File: src/rtl/jtag_scan_pkg.sv
// Shared types and TMS sequences for the JTAG scan engine.
package jtag_scan_pkg;

  typedef enum logic [2:0] {
    ST_RESET_SEQ,
    ST_IDLE,
    ST_PRE,
    ST_SHIFT,
    ST_POST,
    ST_RESP
  } state_e;

  // TMS sequences are applied LSB first, starting from Run-Test/Idle
  localparam logic [3:0] DR_PRE_TMS = 4'b0001;
  localparam int         DR_PRE_LEN = 3;
  localparam logic [3:0] IR_PRE_TMS = 4'b0011;
  localparam int         IR_PRE_LEN = 4;
  localparam logic [1:0] POST_TMS   = 2'b01;
  localparam int         POST_LEN   = 2;

  function automatic int len_width(input int max_len);
    return $clog2(max_len + 1);
  endfunction

endpackage

File: src/rtl/jtag_tck_gen.sv
// TCK divider: ClkDiv clocks low then ClkDiv clocks high while enabled.
module jtag_tck_gen #(
  parameter int ClkDiv = 4
) (
  input  logic clk_i,
  input  logic rst_i,
  input  logic en_i,
  output logic tck_o,
  output logic rise_o,
  output logic fall_o
);

  localparam int            CW       = $clog2(ClkDiv) + 1;
  localparam logic [CW-1:0] CNT_LAST = CW'(ClkDiv - 1);

  logic [CW-1:0] cnt;
  logic          wrap;

  // Strobes mark the clk_i cycle whose closing edge toggles TCK
  assign wrap   = en_i && (cnt == CNT_LAST);
  assign rise_o = wrap && !tck_o;
  assign fall_o = wrap && tck_o;

  always_ff @(posedge clk_i or posedge rst_i) begin
    if (rst_i) begin
      cnt   <= '0;
      tck_o <= 1'b0;
    end else if (!en_i) begin
      cnt   <= '0;
      tck_o <= 1'b0;
    end else if (wrap) begin
      cnt   <= '0;
      tck_o <= ~tck_o;
    end else begin
      cnt   <= cnt + 1'b1;
    end
  end

endmodule

File: src/rtl/jtag_scan_master.sv
// JTAG scan engine: TAP reset sequence plus IR/DR scans behind valid/ready.
import jtag_scan_pkg::*;

module jtag_scan_master #(
  parameter  int MaxLen    = 64,
  parameter  int ClkDiv    = 4,
  parameter  int TlrCycles = 5,
  localparam int LW        = len_width(MaxLen)
) (
  input  logic              clk_i,
  input  logic              rst_i,
  input  logic              req_valid_i,
  output logic              req_ready_o,
  input  logic              req_is_ir_i,
  input  logic [LW-1:0]     req_len_i,
  input  logic [MaxLen-1:0] req_data_i,
  input  logic              tap_reset_i,
  output logic              rsp_valid_o,
  input  logic              rsp_ready_i,
  output logic [MaxLen-1:0] rsp_data_o,
  output logic              rsp_err_o,
  output logic              busy_o,
  output logic              jtag_tck_o,
  output logic              jtag_tms_o,
  output logic              jtag_tdi_o,
  input  logic              jtag_tdo_i,
  output logic              jtag_trst_no
);

  localparam int            SW       = $clog2(TlrCycles + 1);
  localparam logic [SW-1:0] TLR_LAST = SW'(TlrCycles);

  state_e              state, state_nx;
  logic                tck_en, rise, fall, legal;
  logic                is_ir_q, err_q, trst_q, tms_q, tdi_q;
  logic [LW-1:0]       len_q, bit_cnt;
  logic [SW-1:0]       seq_cnt, pre_last;
  logic [3:0]          tms_seq;
  logic [MaxLen-1:0]   data_q, cap_q;

  jtag_tck_gen #(.ClkDiv(ClkDiv)) u_tck (
    .clk_i  (clk_i),
    .rst_i  (rst_i),
    .en_i   (tck_en),
    .tck_o  (jtag_tck_o),
    .rise_o (rise),
    .fall_o (fall)
  );

  assign legal    = (req_len_i != '0) && (req_len_i <= LW'(MaxLen));
  assign pre_last = is_ir_q ? SW'(IR_PRE_LEN - 1) : SW'(DR_PRE_LEN - 1);

  always_ff @(posedge clk_i or posedge rst_i) begin
    if (rst_i) state <= ST_RESET_SEQ;
    else       state <= state_nx;
  end

  always_comb begin
    state_nx    = state;
    tck_en      = 1'b0;
    req_ready_o = 1'b0;
    rsp_valid_o = 1'b0;
    busy_o      = 1'b1;
    case (state)
      ST_RESET_SEQ: begin
        // TCK holds off for the clk_i cycle that releases TRST
        tck_en = trst_q;
        if (fall && seq_cnt == TLR_LAST) state_nx = ST_IDLE;
      end
      ST_IDLE: begin
        req_ready_o = 1'b1;
        busy_o      = 1'b0;
        if (req_valid_i)      state_nx = legal ? ST_PRE : ST_RESP;
        else if (tap_reset_i) state_nx = ST_RESET_SEQ;
      end
      ST_PRE: begin
        tck_en = 1'b1;
        if (fall && seq_cnt == pre_last) state_nx = ST_SHIFT;
      end
      ST_SHIFT: begin
        tck_en = 1'b1;
        if (fall && bit_cnt == len_q - 1'b1) state_nx = ST_POST;
      end
      ST_POST: begin
        tck_en = 1'b1;
        if (fall && seq_cnt == SW'(POST_LEN - 1)) state_nx = ST_RESP;
      end
      ST_RESP: begin
        rsp_valid_o = 1'b1;
        if (rsp_ready_i) state_nx = ST_IDLE;
      end
      default: state_nx = ST_RESET_SEQ;
    endcase
  end

  // TMS/TDI only move on fall strobes or when a TCK-low phase begins
  always_ff @(posedge clk_i or posedge rst_i) begin
    if (rst_i) begin
      trst_q  <= 1'b0;
      tms_q   <= 1'b1;
      tdi_q   <= 1'b0;
      seq_cnt <= '0;
      bit_cnt <= '0;
      tms_seq <= '0;
      is_ir_q <= 1'b0;
      len_q   <= '0;
      data_q  <= '0;
      cap_q   <= '0;
      err_q   <= 1'b0;
    end else begin
      trst_q <= 1'b1;
      case (state)
        ST_RESET_SEQ: begin
          if (fall && seq_cnt != TLR_LAST) begin
            seq_cnt <= seq_cnt + 1'b1;
            if (seq_cnt == TLR_LAST - 1'b1) tms_q <= 1'b0;
          end
        end
        ST_IDLE: begin
          if (req_valid_i) begin
            is_ir_q <= req_is_ir_i;
            len_q   <= req_len_i;
            data_q  <= req_data_i;
            cap_q   <= '0;
            err_q   <= !legal;
            seq_cnt <= '0;
            bit_cnt <= '0;
            tdi_q   <= 1'b0;
            if (legal) begin
              tms_q   <= req_is_ir_i ? IR_PRE_TMS[0] : DR_PRE_TMS[0];
              tms_seq <= (req_is_ir_i ? IR_PRE_TMS : DR_PRE_TMS) >> 1;
            end
          end else if (tap_reset_i) begin
            tms_q   <= 1'b1;
            seq_cnt <= '0;
          end
        end
        ST_PRE: begin
          if (fall) begin
            if (seq_cnt == pre_last) begin
              tms_q  <= (len_q == LW'(1));
              tdi_q  <= data_q[0];
              data_q <= data_q >> 1;
            end else begin
              seq_cnt <= seq_cnt + 1'b1;
              tms_q   <= tms_seq[0];
              tms_seq <= tms_seq >> 1;
            end
          end
        end
        ST_SHIFT: begin
          if (rise) cap_q <= cap_q | (MaxLen'(jtag_tdo_i) << bit_cnt);
          if (fall) begin
            if (bit_cnt == len_q - 1'b1) begin
              tms_q   <= POST_TMS[0];
              tdi_q   <= 1'b0;
              seq_cnt <= '0;
            end else begin
              bit_cnt <= bit_cnt + 1'b1;
              tms_q   <= (bit_cnt + LW'(2) == len_q);
              tdi_q   <= data_q[0];
              data_q  <= data_q >> 1;
            end
          end
        end
        ST_POST: begin
          if (fall) begin
            seq_cnt <= seq_cnt + 1'b1;
            tms_q   <= POST_TMS[1];
          end
        end
        default: ;
      endcase
    end
  end

  assign jtag_tms_o   = tms_q;
  assign jtag_tdi_o   = tdi_q;
  assign jtag_trst_no = trst_q;
  assign rsp_data_o   = cap_q;
  assign rsp_err_o    = err_q;

endmodule

File: config.mk
export PLATFORM = sky130hd
export DESIGN_NAME = jtag_scan_master
export DESIGN_NICKNAME = d
export VERILOG_FILES = /design/src/rtl/jtag_scan_pkg.sv /design/src/rtl/jtag_tck_gen.sv /design/src/rtl/jtag_scan_master.sv
export SDC_FILE = /design/constraint.sdc
export NUM_CORES = 1
export LEC_CHECK = 0
export BUFFER_PORTS_ARGS = -buffer_cell sky130_fd_sc_hd__buf_2
export CAP_MARGIN = 20
export CORE_MARGIN = 2
export CORE_UTILIZATION = 30
export CTS_CLUSTER_DIAMETER = 120
export DETAILED_ROUTE_END_ITERATION = 7
export GPL_TIMING_DRIVEN = 1
export SLEW_MARGIN = 20
export SYNTH_ARGS = -nofsm -noshare
export SYNTH_HDL_FRONTEND = slang
export SYNTH_HIERARCHICAL = 1
export SYNTH_SLANG_ARGS = --single-unit
File: constraint.sdc
create_clock -name clk_i -period 6.5 [get_ports clk_i]
set_clock_uncertainty 0.2 [all_clocks]
set_input_delay 1.3 -clock clk_i [delete_from_list [all_inputs] [get_ports clk_i]]
set_output_delay 1.3 -clock clk_i [all_outputs]
set_load 0.1 [all_outputs]
==> metrics.sh <==
RUN_STATUS='completed'
FIN_SETUP_TNS_PS=0
NUM_ROWS=57
FILLERINSTANCES=2458
CTSLONGESTPATHBUFFERS=2
SYNTH.LARGEST_AREA_CELL='sky130_fd_sc_hd__dfrtp_1'
DRT_WL_TOTAL_UM=18300
START_KIND='flop'
PORT_BUFFERS=149
TOTAL_NUMBER_OF_YOSYS_WARNINGS=6
MAX_STAGE_DELAY_PS=670
CELL_INTERNAL_PWR_mW=1.64
TOTAL_NUMBER_OF_CLOCK_TREE_SINKS=158
REGTOREGSTARTPOINT='state[1]'
SYNTH.AREA.TOP_CELLS='sky130_fd_sc_hd__dfrtp_1 54%, sky130_fd_sc_hd__mux2i_1 9.3%, sky130_fd_sc_hd__nand2_1 5.5%'
VDD_DROP_MAX_mV=0.139
WORST_SETUP_PATH_STARTPOINT='state[0]'
RSZ_0062_RAISED_AFTER_GLOBAL_ROUTING='no'
DRCVIOLATIONCOUNT=0
CORE_AREA_UM2=24200
POWER_FRAC_CLOCK=0.490
SYNTHESIS.NETS=838
SYNTH_EDF_COUNT=0
MIN_PERIOD_OVER_PERIOD=0.575
GRT_MAX_DEGREE=128
ANTENNA_VIOLATING_NETS_POST_ROUTE=0
CTS_SETUP_BUFFERS=0
POWER.NET_SWITCHING_mW=0.545
IO_PINS=150
DP_HPWL_UM=12400
CRIT_FANOUT=20
CHIPHEIGHT_UM=160
FIN_UTIL=0.370
SETUP_VIOL=0
DESIGN.DIE.AREA_UM2=25700
LAYOUT.NETS=964
DRT_PRE_ANTENNA_ITERS=4
REG2REG_SETUP_SLACK_PS=2810
SYNTHESIS.INSTANCES=752
DIE_WIDTH_UM=160
PERIOD_MINUS_SLACK_PS=3730
R2R-END='rsp_data_o[35]'
CTS_HOLD_REPAIR.BUFFERS=0
CRIT_PATH_CELL_TRACE='nand2b_1 > nor2_1 > buf_2'
FRACTION_OF_LAYOUT_INSTANCES_USING_A_DRIVE_STRENGTH_ABOVE_1=0.224
YS_TYPES=61
POST_SYNTH.CELL_AREA_AVG_UM2=9.74
VIOLATION_COUNT_AFTER_THE_FIRST_DETAILED_ROUTING_ITERATION=299
ENDPOINT_KIND='output pin'
DOMINANTREGCELLSYNTH='sky130_fd_sc_hd__dfrtp_1'
CRITICALPATHCATEGORY='flop to output pin'
POWER.SHARE.COMBINATIONAL=0.050
WORST_SKEW_PAIR_LATENCY_PS=420
CLOCK-ROOT-BUFFER='sky130_fd_sc_hd__clkbuf_16'
TIMING_MAX_TRANSITION_VIOLATIONS_FINAL=0
ROUTED_WIRE_LENGTH_PER_INSTANCE_UM=15.0
INITIAL_UTILIZATION=0.303
YS_SEQ_ELEMENTS=158
GLOBAL_ROUTE.OVERFLOW_TOTAL=0
SYNTH.YOSYS.SEQ_AREA_SHARE=0.540
GP_ROUTABILITY_CONGESTION=0.764
CLKTRANSATPATHREGS_PS=60
ANTENNA_FOUND_INITIAL=1
WORST_SLEW_PIN_SLEW_PS=1100
AREA.GROWTH.SYNTH_TO_FINAL_PCT=22.3
CTSRESIZECOUNT=0
H_TREE_LEVELS=4
FINAL_HOLD_VIOL_COUNT=0
FINAL.HOLD.WORST_SLACK_PS=238
CRITICAL_PATH_ARRIVAL_PS=2230
REQUIRED_PS=5000
SYNTH_TOP_CELL_AREA_SHARE=0.536
POWER_SWITCHING_SHARE=0.250
FIRST_GLOBAL_VIAS=5520
POWER.LEAKAGE_nW=4.83
NUMCTSBUFFERS=17
ANTENNA-DIODE-COUNT=0
SEQUENTIALPOWERSHARE=0.461
TRITONCTS='built'
R2R.WORST_PATH.CELLS=9
GRT_FIRST_PASS_WIRELENGTH_UM=30200
WORST_HOLD_PATH_TYPE='flop to flop'
CRITPATHCAPTURE='req_ready_o'
ROUTE.DETAILED.VIAS_PER_INST=4.76
MAX_FCLK_GHz=0.268
POST_SYNTHESIS_CELL_AREA_UM2=7320
GR-USAGE-ALL-LAYERS=0.146
ASYNCSETRESETFLOPFRACSYNTH=1.00
MAX_CAP_VIOLATIONS=0
POWERDENSITY_nW_PER_UM2=243
CPMAXSTAGEDELAYCELL='sky130_fd_sc_hd__dfrtp_1'
VIAS=5788
MAXSLEWHEADROOM=0.270
==> registers in the layout (all words and copies together) (netlist names), 3 cells and up <==
name,cells
rsp_data_o,64
seq_cnt,3
len_q,7
data_q,64
bit_cnt,7
u_tck/cnt,3
state,3
==> stage by stage <==
step | area, um2 | worst slack, ps | instances | total power [mW]
after global routing | 8950 | 2430 | 1215 | 2.26
after CTS | 8950 | 2740 | 1215 | 2.21
after detailed placement | 8320 | 2850 | 1183 | 1.13
after floorplan | 7320 | 852 | 752 | 1.09
after global placement | 8320 | 2900 | 1183 | 1.13
final | 8950 | 2770 | 1215 | 2.18
==> cells in the mapped netlist, types with 3 or more instances <==
library cell	number
sky130_fd_sc_hd__a211oi_1	3
sky130_fd_sc_hd__a21oi_1	70
sky130_fd_sc_hd__a32o_1	4
sky130_fd_sc_hd__and3_1	3
sky130_fd_sc_hd__and3b_1	3
sky130_fd_sc_hd__buf_1	5
sky130_fd_sc_hd__buf_2	5
sky130_fd_sc_hd__buf_4	4
sky130_fd_sc_hd__clkbuf_1	31
sky130_fd_sc_hd__dfrtp_1	157
sky130_fd_sc_hd__ha_1	8
sky130_fd_sc_hd__inv_1	12
sky130_fd_sc_hd__mux2_2	3
sky130_fd_sc_hd__mux2i_1	68
sky130_fd_sc_hd__nand2_1	108
sky130_fd_sc_hd__nand2b_1	7
sky130_fd_sc_hd__nand3_1	10
sky130_fd_sc_hd__nand3b_1	3
sky130_fd_sc_hd__nor2_1	94
sky130_fd_sc_hd__nor2b_1	4
sky130_fd_sc_hd__nor3_1	11
sky130_fd_sc_hd__nor4_1	4
sky130_fd_sc_hd__o211ai_1	3
sky130_fd_sc_hd__o21ai_0	63
sky130_fd_sc_hd__o21ai_1	12
sky130_fd_sc_hd__or4_1	3
sky130_fd_sc_hd__xnor2_1	10
sky130_fd_sc_hd__xor2_1	4
==> how the worst min path moves through the flow <==
stage | startpoint | cells past startpoint | to | slack [ps]
after detailed placement | u_tck/cnt[0] | 1 | u_tck/cnt[0] | 240
final | u_tck/cnt[0] | 1 | u_tck/cnt[0] | 240
after floorplan | u_tck/cnt[0] | 1 | u_tck/cnt[0] | 220
after CTS | u_tck/cnt[0] | 1 | u_tck/cnt[0] | 250
after global placement | u_tck/cnt[0] | 1 | u_tck/cnt[0] | 250
after global routing | u_tck/cnt[0] | 1 | u_tck/cnt[0] | 270
==> routing by layer <==
metal	wire length, um	part of all wire	GRT usage
met1	8590	0.47	0.204
met2	8710	0.48	0.224
met3	801	0.044	0.0338
met4	163	0.0089	0.0455
met5	7	0.00038	0
==> cell type report <==
| type | instances | area, um2 | area share |
|---|---|---|---|
| multi-input cells | 536 | 3140 | 0.350 |
| well taps | 324 | 405 | 0.0453 |
| repair buffers | 153 | 779 | 0.0870 |
| clock buffers | 18 | 439 | 0.0490 |
| clock inverters | 14 | 189 | 0.0211 |
| flip-flops and latches | 158 | 3960 | 0.442 |
| inverters | 12 | 50.0 | 0.00559 |
==> power by group through the flow <==
stage | logic [mW] | registers (mW) | clock network (mW)
floorplan | 0.0591 | 1.03 | 0
global placement | 0.110 | 1.02 | 0
detailed placement | 0.111 | 1.02 | 0
CTS | 0.111 | 1.00 | 1.10
global route | 0.123 | 1.01 | 1.13
finish | 0.108 | 1.00 | 1.07
==> worst max-delay path, delay by kind of cell, from the launching register on <==
family        cells  cell delay [ps]
buf+inv           1              470
simple gates      2              670
flops             1              670
==> cells in the final DEF (no fill, tap or decap), drive strengths merged, types with 5 or more instances in the layout <==
master,Yosys,final
dfrtp,157,157
buf,15,153
nand2,108,108
nor2,95,95
o21ai,75,75
a21oi,70,70
mux2i,68,68
inv,12,21
clkbuf,31,18
nor3,11,11
xnor2,10,10
nand3,10,10
ha,8,8
nand2b,7,7
nor2b,5,5
==> logic make-up after synthesis <==
logic type / count (synthesis) / share of synthesized area
xor gates and xnor gates: 14 / 0.0167
other: 1 / 0.000512
muxes: 71 / 0.0976
DFF: 158 / 0.540
AOI/OAI and AO/OA: 175 / 0.137
adders and majority gates: 8 / 0.0137
and+or+nand+nor: 267 / 0.161
buffers and inverters: 58 / 0.0337
Power figures use the tool's default switching activity.
